--- src/rtl/simon_pkg.sv ---
// Shared SIMON definitions: z sequences, FSM states, width-generic rotates.
package simon_pkg;

  localparam logic [61:0] Z0 = 62'b11111010001001010110000111001101111101000100101011000011100110;
  localparam logic [61:0] Z1 = 62'b10001110111110010011000010110101000111011111001001100001011010;
  localparam logic [61:0] Z2 = 62'b10101111011100000011010010011000101000010001111110010110110011;
  localparam logic [61:0] Z3 = 62'b11011011101011000110010111100000010010001010011100110100001111;
  localparam logic [61:0] Z4 = 62'b11010001111001101011011000100000010111000011001010010011101111;

  typedef enum logic [1:0] {
    IDLE = 2'd0,
    KEXP = 2'd1,
    RUN  = 2'd2,
    DONE = 2'd3
  } state_t;

  function automatic int cnt_w(input int rounds);
    return (rounds > 1) ? $clog2(rounds) : 1;
  endfunction

  // Rotate within the low w bits of a 64-bit container; upper bits return 0.
  function automatic logic [63:0] rol(input logic [63:0] x, input int w, input int s);
    logic [63:0] m;
    logic [63:0] v;
    m = (w >= 64) ? {64{1'b1}} : ((64'd1 << w) - 64'd1);
    v = x & m;
    return ((v << s) | (v >> (w - s))) & m;
  endfunction

  function automatic logic [63:0] ror(input logic [63:0] x, input int w, input int s);
    return rol(x, w, w - s);
  endfunction

  // Sequence bit i of z[idx]; bit 0 is the leftmost digit of the published string.
  function automatic logic z_bit(input int idx, input logic [5:0] i);
    logic [61:0] z;
    case (idx)
      0:       z = Z0;
      1:       z = Z1;
      2:       z = Z2;
      3:       z = Z3;
      default: z = Z4;
    endcase
    return z[6'd61 - i];
  endfunction

endpackage

--- src/rtl/simon_iter_core_if.sv ---
// Host-side key/block/result handshakes of the iterative SIMON core.
interface simon_iter_core_if #(
  parameter int WORD_W    = 32,
  parameter int KEY_WORDS = 4
);
  logic                          key_valid;
  logic                          key_ready;
  logic [KEY_WORDS*WORD_W-1:0]   key_in;
  logic                          in_valid;
  logic                          in_ready;
  logic                          in_decrypt;
  logic [2*WORD_W-1:0]           in_data;
  logic                          out_valid;
  logic                          out_ready;
  logic [2*WORD_W-1:0]           out_data;
  logic                          key_loaded;

  modport master (
    output key_valid, key_in, in_valid, in_decrypt, in_data, out_ready,
    input  key_ready, in_ready, out_valid, out_data, key_loaded
  );

  modport slave (
    input  key_valid, key_in, in_valid, in_decrypt, in_data, out_ready,
    output key_ready, in_ready, out_valid, out_data, key_loaded
  );
endinterface

--- src/rtl/simon_key_store.sv ---
// Round-key register file filled by an m-word sliding-window expander, one word per cycle for ROUNDS cycles.
// wr_start is ignored while busy; done flags the cycle of the final write; rd_key is an asynchronous read.
module simon_key_store import simon_pkg::*; #(
  parameter int WORD_W    = 32,
  parameter int KEY_WORDS = 4,
  parameter int ROUNDS    = 44,
  parameter int Z_IDX     = 3,
  parameter int CW        = cnt_w(ROUNDS)
) (
  input  logic                        clk,
  input  logic                        rst,
  input  logic                        wr_start,
  input  logic [KEY_WORDS*WORD_W-1:0] key_in,
  output logic                        busy,
  output logic                        done,
  input  logic [CW-1:0]               rd_addr,
  output logic [WORD_W-1:0]           rd_key
);

  localparam logic [CW-1:0] LAST = CW'(ROUNDS - 1);

  logic [WORD_W-1:0] mem [ROUNDS];
  logic [WORD_W-1:0] win [KEY_WORDS];
  logic [WORD_W-1:0] t;
  logic [WORD_W-1:0] nxt;
  logic [CW-1:0]     wcnt;
  logic [5:0]        zi;

  function automatic logic [WORD_W-1:0] rr(input logic [WORD_W-1:0] x, input int s);
    logic [63:0] r;
    r = ror(64'(x), WORD_W, s);
    return r[WORD_W-1:0];
  endfunction

  // win holds k[i..i+m-1] while k[i] is written, so nxt is k[i+m].
  always_comb begin
    t = rr(win[KEY_WORDS-1], 3);
    if (KEY_WORDS == 4) t = t ^ win[1];
    t   = t ^ rr(t, 1);
    nxt = ~win[0] ^ t ^ WORD_W'(z_bit(Z_IDX, zi)) ^ WORD_W'(3);
  end

  always_ff @(posedge clk) begin
    if (rst) begin
      busy <= 1'b0;
      wcnt <= '0;
      zi   <= '0;
    end else if (busy) begin
      for (int j = 0; j < KEY_WORDS - 1; j++) win[j] <= win[j+1];
      win[KEY_WORDS-1] <= nxt;
      wcnt <= wcnt + 1'b1;
      zi   <= (zi == 6'd61) ? 6'd0 : zi + 6'd1;
      if (wcnt == LAST) busy <= 1'b0;
    end else if (wr_start) begin
      busy <= 1'b1;
      wcnt <= '0;
      zi   <= '0;
      for (int j = 0; j < KEY_WORDS; j++) win[j] <= key_in[j*WORD_W +: WORD_W];
    end
  end

  always_ff @(posedge clk) begin
    if (busy) mem[wcnt] <= win[0];
  end

  assign done   = busy && (wcnt == LAST);
  assign rd_key = mem[rd_addr];

endmodule

--- src/rtl/simon_iter_core.sv ---
// Iterative SIMON encrypt/decrypt, one round per clock; result valid ROUNDS edges after block accept.
// Holds out_data until out_ready; no new key or block is accepted outside IDLE.
module simon_iter_core import simon_pkg::*; #(
  parameter int WORD_W    = 32,
  parameter int KEY_WORDS = 4,
  parameter int ROUNDS    = 44,
  parameter int Z_IDX     = 3
) (
  input  logic              clk,
  input  logic              rst,
  simon_iter_core_if.slave  bus
);

  localparam int            CW   = cnt_w(ROUNDS);
  localparam logic [CW-1:0] LAST = CW'(ROUNDS - 1);

  state_t              state;
  logic [CW-1:0]       cnt;
  logic [CW-1:0]       rd_addr;
  logic [WORD_W-1:0]   xr;
  logic [WORD_W-1:0]   yr;
  logic [WORD_W-1:0]   rk;
  logic [WORD_W-1:0]   nx;
  logic                dec;
  logic                key_ready_q;
  logic                key_loaded_q;
  logic                out_valid_q;
  logic [2*WORD_W-1:0] out_data_q;
  logic                ks_start;
  logic                ks_busy;
  logic                ks_done;
  logic                accept;

  function automatic logic [WORD_W-1:0] rl(input logic [WORD_W-1:0] x, input int s);
    logic [63:0] r;
    r = rol(64'(x), WORD_W, s);
    return r[WORD_W-1:0];
  endfunction

  function automatic logic [WORD_W-1:0] f(input logic [WORD_W-1:0] x);
    return (rl(x, 1) & rl(x, 8)) ^ rl(x, 2);
  endfunction

  simon_key_store #(
    .WORD_W    (WORD_W),
    .KEY_WORDS (KEY_WORDS),
    .ROUNDS    (ROUNDS),
    .Z_IDX     (Z_IDX),
    .CW        (CW)
  ) u_ks (
    .clk      (clk),
    .rst      (rst),
    .wr_start (ks_start),
    .key_in   (bus.key_in),
    .busy     (ks_busy),
    .done     (ks_done),
    .rd_addr  (rd_addr),
    .rd_key   (rk)
  );

  // A key request in IDLE pre-empts a block offered in the same cycle.
  assign ks_start       = key_ready_q & bus.key_valid & ~ks_busy;
  assign bus.key_ready  = key_ready_q;
  assign bus.in_ready   = key_ready_q & key_loaded_q & ~bus.key_valid;
  assign bus.out_valid  = out_valid_q;
  assign bus.out_data   = out_data_q;
  assign bus.key_loaded = key_loaded_q;
  assign accept         = bus.in_valid & bus.in_ready;

  // Decryption runs the encrypt round on swapped halves with keys walked backwards.
  assign rd_addr = dec ? (LAST - cnt) : cnt;
  assign nx      = yr ^ f(xr) ^ rk;

  always_ff @(posedge clk) begin
    if (rst) begin
      state        <= IDLE;
      cnt          <= '0;
      xr           <= '0;
      yr           <= '0;
      dec          <= 1'b0;
      key_ready_q  <= 1'b1;
      key_loaded_q <= 1'b0;
      out_valid_q  <= 1'b0;
      out_data_q   <= '0;
    end else begin
      case (state)
        IDLE: begin
          if (ks_start) begin
            state        <= KEXP;
            key_ready_q  <= 1'b0;
            key_loaded_q <= 1'b0;
          end else if (accept) begin
            state       <= RUN;
            key_ready_q <= 1'b0;
            dec         <= bus.in_decrypt;
            cnt         <= '0;
            if (bus.in_decrypt) begin
              xr <= bus.in_data[WORD_W-1:0];
              yr <= bus.in_data[2*WORD_W-1:WORD_W];
            end else begin
              xr <= bus.in_data[2*WORD_W-1:WORD_W];
              yr <= bus.in_data[WORD_W-1:0];
            end
          end
        end
        KEXP: begin
          if (ks_done) begin
            state        <= IDLE;
            key_ready_q  <= 1'b1;
            key_loaded_q <= 1'b1;
          end
        end
        RUN: begin
          xr  <= nx;
          yr  <= xr;
          cnt <= cnt + 1'b1;
          if (cnt == LAST) begin
            state       <= DONE;
            out_valid_q <= 1'b1;
            out_data_q  <= dec ? {xr, nx} : {nx, xr};
          end
        end
        DONE: begin
          if (bus.out_ready) begin
            state       <= IDLE;
            out_valid_q <= 1'b0;
            key_ready_q <= 1'b1;
          end
        end
        default: state <= IDLE;
      endcase
    end
  end

endmodule
--- src/flat_wrapper.sv ---
// flat-port wrapper written by rule: the top's interface ports become plain ports
module simon_iter_core_flat import simon_pkg::*;
#(
  parameter int WORD_W    = 32,
  parameter int KEY_WORDS = 4,
  parameter int ROUNDS    = 44,
  parameter int Z_IDX     = 3
)
  (clk, rst, bus_key_valid, bus_key_in, bus_in_valid, bus_in_decrypt, bus_in_data, bus_out_ready, bus_key_ready, bus_in_ready, bus_out_valid, bus_out_data, bus_key_loaded);
  simon_iter_core_if #(.WORD_W(WORD_W), .KEY_WORDS(KEY_WORDS)) bus_i ();
  input  logic clk;
  input  logic rst;
  input wire logic [$bits(bus_i.key_valid)-1:0] bus_key_valid;
  input wire logic [$bits(bus_i.key_in)-1:0] bus_key_in;
  input wire logic [$bits(bus_i.in_valid)-1:0] bus_in_valid;
  input wire logic [$bits(bus_i.in_decrypt)-1:0] bus_in_decrypt;
  input wire logic [$bits(bus_i.in_data)-1:0] bus_in_data;
  input wire logic [$bits(bus_i.out_ready)-1:0] bus_out_ready;
  output wire logic [$bits(bus_i.key_ready)-1:0] bus_key_ready;
  output wire logic [$bits(bus_i.in_ready)-1:0] bus_in_ready;
  output wire logic [$bits(bus_i.out_valid)-1:0] bus_out_valid;
  output wire logic [$bits(bus_i.out_data)-1:0] bus_out_data;
  output wire logic [$bits(bus_i.key_loaded)-1:0] bus_key_loaded;
  assign bus_i.key_valid = bus_key_valid;
  assign bus_i.key_in = bus_key_in;
  assign bus_i.in_valid = bus_in_valid;
  assign bus_i.in_decrypt = bus_in_decrypt;
  assign bus_i.in_data = bus_in_data;
  assign bus_i.out_ready = bus_out_ready;
  assign bus_key_ready = bus_i.key_ready;
  assign bus_in_ready = bus_i.in_ready;
  assign bus_out_valid = bus_i.out_valid;
  assign bus_out_data = bus_i.out_data;
  assign bus_key_loaded = bus_i.key_loaded;
  simon_iter_core #(.WORD_W(WORD_W), .KEY_WORDS(KEY_WORDS), .ROUNDS(ROUNDS), .Z_IDX(Z_IDX)) u_core (.clk(clk), .rst(rst), .bus(bus_i));
endmodule
--- config.mk ---
export PLATFORM = sky130hd
export DESIGN_NAME = simon_iter_core_flat
export DESIGN_NICKNAME = d
export VERILOG_FILES = /design/src/rtl/simon_pkg.sv /design/src/rtl/simon_iter_core_if.sv /design/src/rtl/simon_key_store.sv /design/src/rtl/simon_iter_core.sv /design/src/flat_wrapper.sv
export SDC_FILE = /design/constraint.sdc
export NUM_CORES = 2
export LEC_CHECK = 0
export CAP_MARGIN = 20
export CORE_MARGIN = 1
export CORE_UTILIZATION = 55
export CTS_CLUSTER_SIZE = 40
export DETAILED_ROUTE_END_ITERATION = 6
export PLACE_DENSITY = 0.73
export SYNTH_ARGS = -nofsm -noshare
export SYNTH_HDL_FRONTEND = slang
export SYNTH_SLANG_ARGS = --single-unit
--- constraint.sdc ---
create_clock -name clk -period 18.1 [get_ports clk]
set_clock_uncertainty 0.1 [all_clocks]
set_input_delay 2.715 -clock clk [delete_from_list [all_inputs] [get_ports clk]]
set_output_delay 2.715 -clock clk [all_outputs]
set_load 0.005 [all_outputs]
==> summary.md <==
| Metric | Value |
|---|---|
| Status | `complete, no violations` |
| Antenna violations before repair | `4` |
| R2r endpoint | `u_core.xr[31]$_SDFFE_PP0P_` |
| Slowest stage delay, CP | `around 0.52 ns` |
| Dpl hpwl | `about 120000 µm` |
| HP Class | `reg2reg` |
| Worst hold endpoint | `u_core.bus.out_data[61]$_SDFFE_PP0P_` |
| Slew Viols, Final | `0` |
| Worst R2R Start | `u_core.cnt[1]$_SDFFE_PP0P_` |
| Post-Syn Nets | `5076` |
| Crit-path leading delay family | `buffers and inverters` |
| Sequential element share of the synthesized area | `0.647` |
| Static Leak | `27.0 nW` |
| Routed len/inst | `28.9 µm` |
| Starting DRC count in detailed routing | `between 6k and 7k` |
| CP Launch Point | `bus_key_valid` |
| Hold Crit Start | `u_core.bus.out_data[61]$_SDFFE_PP0P_` |
| Fin Hold WS | `about 0.35 ns` |
| Worst-case vdd ir drop | `about 0.086 mV` |
| Dpl cells | `~6.7k` |
| # Post-CTS Setup Buffers | `0` |
| Netlist cell types | `62` |
| Area occupied by multi-input gates | `between 20000 and 30000 µm²` |
| Synth Area per Inst | `approximately 16 µm²` |
| Slew headroom | `0.303` |
| Die area | `140000 µm²` |
| First-pass GRT wire length | `300000 µm` |
| PwrDens | `96.9 nW/µm²` |
| Final ANT Viol Nets | `0` |
| CORE AREA | `137000 µm²` |
| CTS Buffer Depth | `3` |
| Max-cap violations | `0` |
| Crit path DAT | `3.85 ns` |
| Top-area cell type share of the netlist area | `0.607` |
| Register Area | `49200 µm²` |
| Inserted Diodes | `0` |
| Crit path cell chain | `clkdlybuf4s50_1, nor2_1, clkdlybuf4s50_1` |
| Syn-to-layout area delta | `13.6%` |
| CTS Hold Bufs | `0` |
| Number of flops mapped to enable cells by yosys | `~1.5k` |
| CP Buf/Inv Count | `2` |
| Critical path fanouts, max | `3` |
| Synth area leaders | `edfxtp_1 (61%), mux4_2 (14%), dfxtp_1 (4.0%)` |
| Worst setup EP type | `output pin` |
| Drt total wl | `around 200000 µm` |
| Via/cell ratio | `6.72` |
| Fin. Hold Viols | `0` |
| Gr ovfl total | `0` |
| Width of the die | `between 300 and 400 µm` |
| Worst R2R Path Depth | `12` |
| Synth Cell Area | `roughly 76000 µm²` |
| Reg2reg setup slack | `about 12 ns` |
| GRT Total Usage | `0.289` |
| Die height | `374 µm` |
| Worst-margin pin slew | `around 1.0 ns` |
| # DRC | `0` |
| Top-Level Pins | `about 270` |
| Tcrit/Tclk final | `0.368` |
| Final worst path period need | `~6.7 ns` |
| Latest clock arrival within the worst-skew pair | `just over 0.8 ns` |
| Required time worst endpoint | `between 15 and 20 ns` |
| Net count, final | `~5.3k` |
| Synthesized flop and latch total | `~1.7k` |
| Maximum clock rate | `approximately 150 MHz` |
| Post-CTS sizing | `0` |
| CTS clk-pin slew, worst paths | `roughly 0.060 ns` |
| CTS tree | `built` |
| # rows | `~140` |
| Crit Path Class | `in2out` |
| Input/output buffers | `265` |
| Setup Viol. Count Final | `0` |
| Fillers | `approximately 9.6k` |
| Vias in the first global route | `46.3k` |
| Routability cong. | `~0.89` |
| Most common flop cell mapped by yosys | `edfxtp_1` |
| Cell Count, Final, Fillers Out | `7023` |
| Largest net degree at the start of global routing | `roughly 140` |
| Inserted Clock Buffers | `~170` |
| CP max stage cell | `clkdlybuf4s50_1` |
| H-tree depth | `4` |
| Startpoint Class | `primary input` |
| Share of layout cells above drive strength 1 | `0.189` |
| Setup_tns | `0 ns` |
| Synth Instances | `about 5k` |
| CTS root buffer | `clkbuf_16` |
| 1st-pass router iterations | `6` |
| Most frequent CP cell | `clkdlybuf4s50_1` |
| Unrepaired setup endpoints after global routing | `no` |
| Initial core utilization | `0.554` |
| Warnings from Yosys | `0` |
| Ys async rst share | `0` |
| Hold depth | `2` |
| Clock Sinks | `roughly 1.7k` |
| DR vias | `approximately 47k` |
| Synth area leader | `edfxtp_1` |
## sequential cells by signal, indices dropped and copies added, names as in the netlist
register	flops
u_core.bus.out_valid	1
u_core.yr	32
u_core.u_ks.busy	1
u_core.bus.key_ready	1
u_core.state	2
u_core.u_ks.mem	1408
u_core.xr	32
u_core.u_ks.zi	6
u_core.u_ks.wcnt	6
u_core.bus.key_loaded	1
u_core.dec	1
u_core.bus.out_data	64
u_core.u_ks.win	128
u_core.cnt	6
## placed cells by master (no fill, tap or decap), drive strengths merged, types with 22 or more instances in the layout
cell type,instances
a211oi,64
a21o,29
a21oi,271
a22o,28
a22oi,166
and2,26
buf,135
clkbuf,216
clkdlybuf4s50,263
clkinv,80
dfxtp,153
edfxtp,1536
mux2,46
mux2i,168
mux4,488
nand2,576
nand3,41
nor2,262
nor3,31
o21ai,131
o221ai,46
o22ai,24
or4,22
xnor2,183
xor2,32
## worst register-to-register path, stage by stage, from the launching register on
cell and delay, ns:
dfxtp_4 0.37, buf_4 0.63, buf_12 0.63, buf_4 0.87, buf_4 0.92, mux4_2 0.47
a22oi_1 0.22, a21oi_1 0.10, or4_1 0.80, o21ai_1 0.29, xnor2_1 0.17, nand2_1 0.07
a22o_1 0.21
## power breakdown
part           total [mW]  internal (mW)  switching (mW)
clock                3.48           1.95            1.53
sequential           4.40           4.37          0.0355
combinational       0.489          0.185           0.303
## cells by family after synthesis
kind of cell,count (synthesis),synth area share
AO/OA/AOI/OAI,858,0.0738
XOR/XNOR,215,0.0251
adder cells (fa/ha/maj),13,0.00214
buffers and inverters,362,0.0215
flip-flops,1689,0.647
multiplexers,702,0.173
AND/OR/NAND/NOR,1026,0.0571
## cell type report
| type | count | area share |
|---|---|---|
| Clock buffer | 216 | 0.0526 |
| Clock inverter | 102 | 0.0113 |
| Inverter | 10 | 0.000435 |
| Multi-Input combinational cell | 2814 | 0.297 |
| Sequential cell | 1689 | 0.570 |
| Tap cell | 1794 | 0.0260 |
| Timing Repair Buffer | 398 | 0.0430 |
## cells in the mapped netlist, types with 16 or more instances
cell type  count
edfxtp_1    1536
nand2_1      576
mux4_2       488
a21oi_1      271
nor2_1       262
clkbuf_1     232
xnor2_1      183
mux2i_1      168
a22oi_1      166
dfxtp_1      153
o21ai_1       69
a211oi_1      62
o21ai_0       62
o221ai_1      46
buf_2         44
nand3_1       41
buf_1         31
buf_4         31
xor2_1        30
a21o_1        29
a22o_1        28
and2_1        26
mux2_2        26
o22ai_1       24
nor3_1        22
mux2_1        20
o311ai_1      19
or4_1         19
a32oi_1       17
a31oi_1       16
## stage by stage
step / worst slack [ns] / utilization / power, mW / area (µm²)
2_1_floorplan: 8.77 / - / 4.77 / 76000
3_3_place_gp: 11.42 / 0.589 / 4.96 / 80800
3_5_place_dp: 11.44 / 0.589 / 4.97 / 80800
4_1_cts: 11.43 / 0.629 / 8.40 / 86400
5_1_grt: 11.36 / 0.629 / 8.59 / 86400
6_report: 11.43 / 0.629 / 8.37 / 86400
## worst max-delay path by stage
stage | end | cells after the start
after global placement | bus_in_ready | 3
after global routing | bus_in_ready | 3
after CTS | bus_in_ready | 3
final | bus_in_ready | 3
after detailed placement | bus_in_ready | 3
after floorplan | u_core.u_ks.win[0][0]$_DFFE_PP_ | 4
## metal layers
metal  vias up  GRT usage  wire (µm)
met2      3101      0.457      96100
met5         -          0         13
met1     23900      0.398      76900
met3       390     0.0674      23200
met4         2     0.0995       6590
li1      19800          -          -
Note: power is estimated with default switching activity, not from simulation.
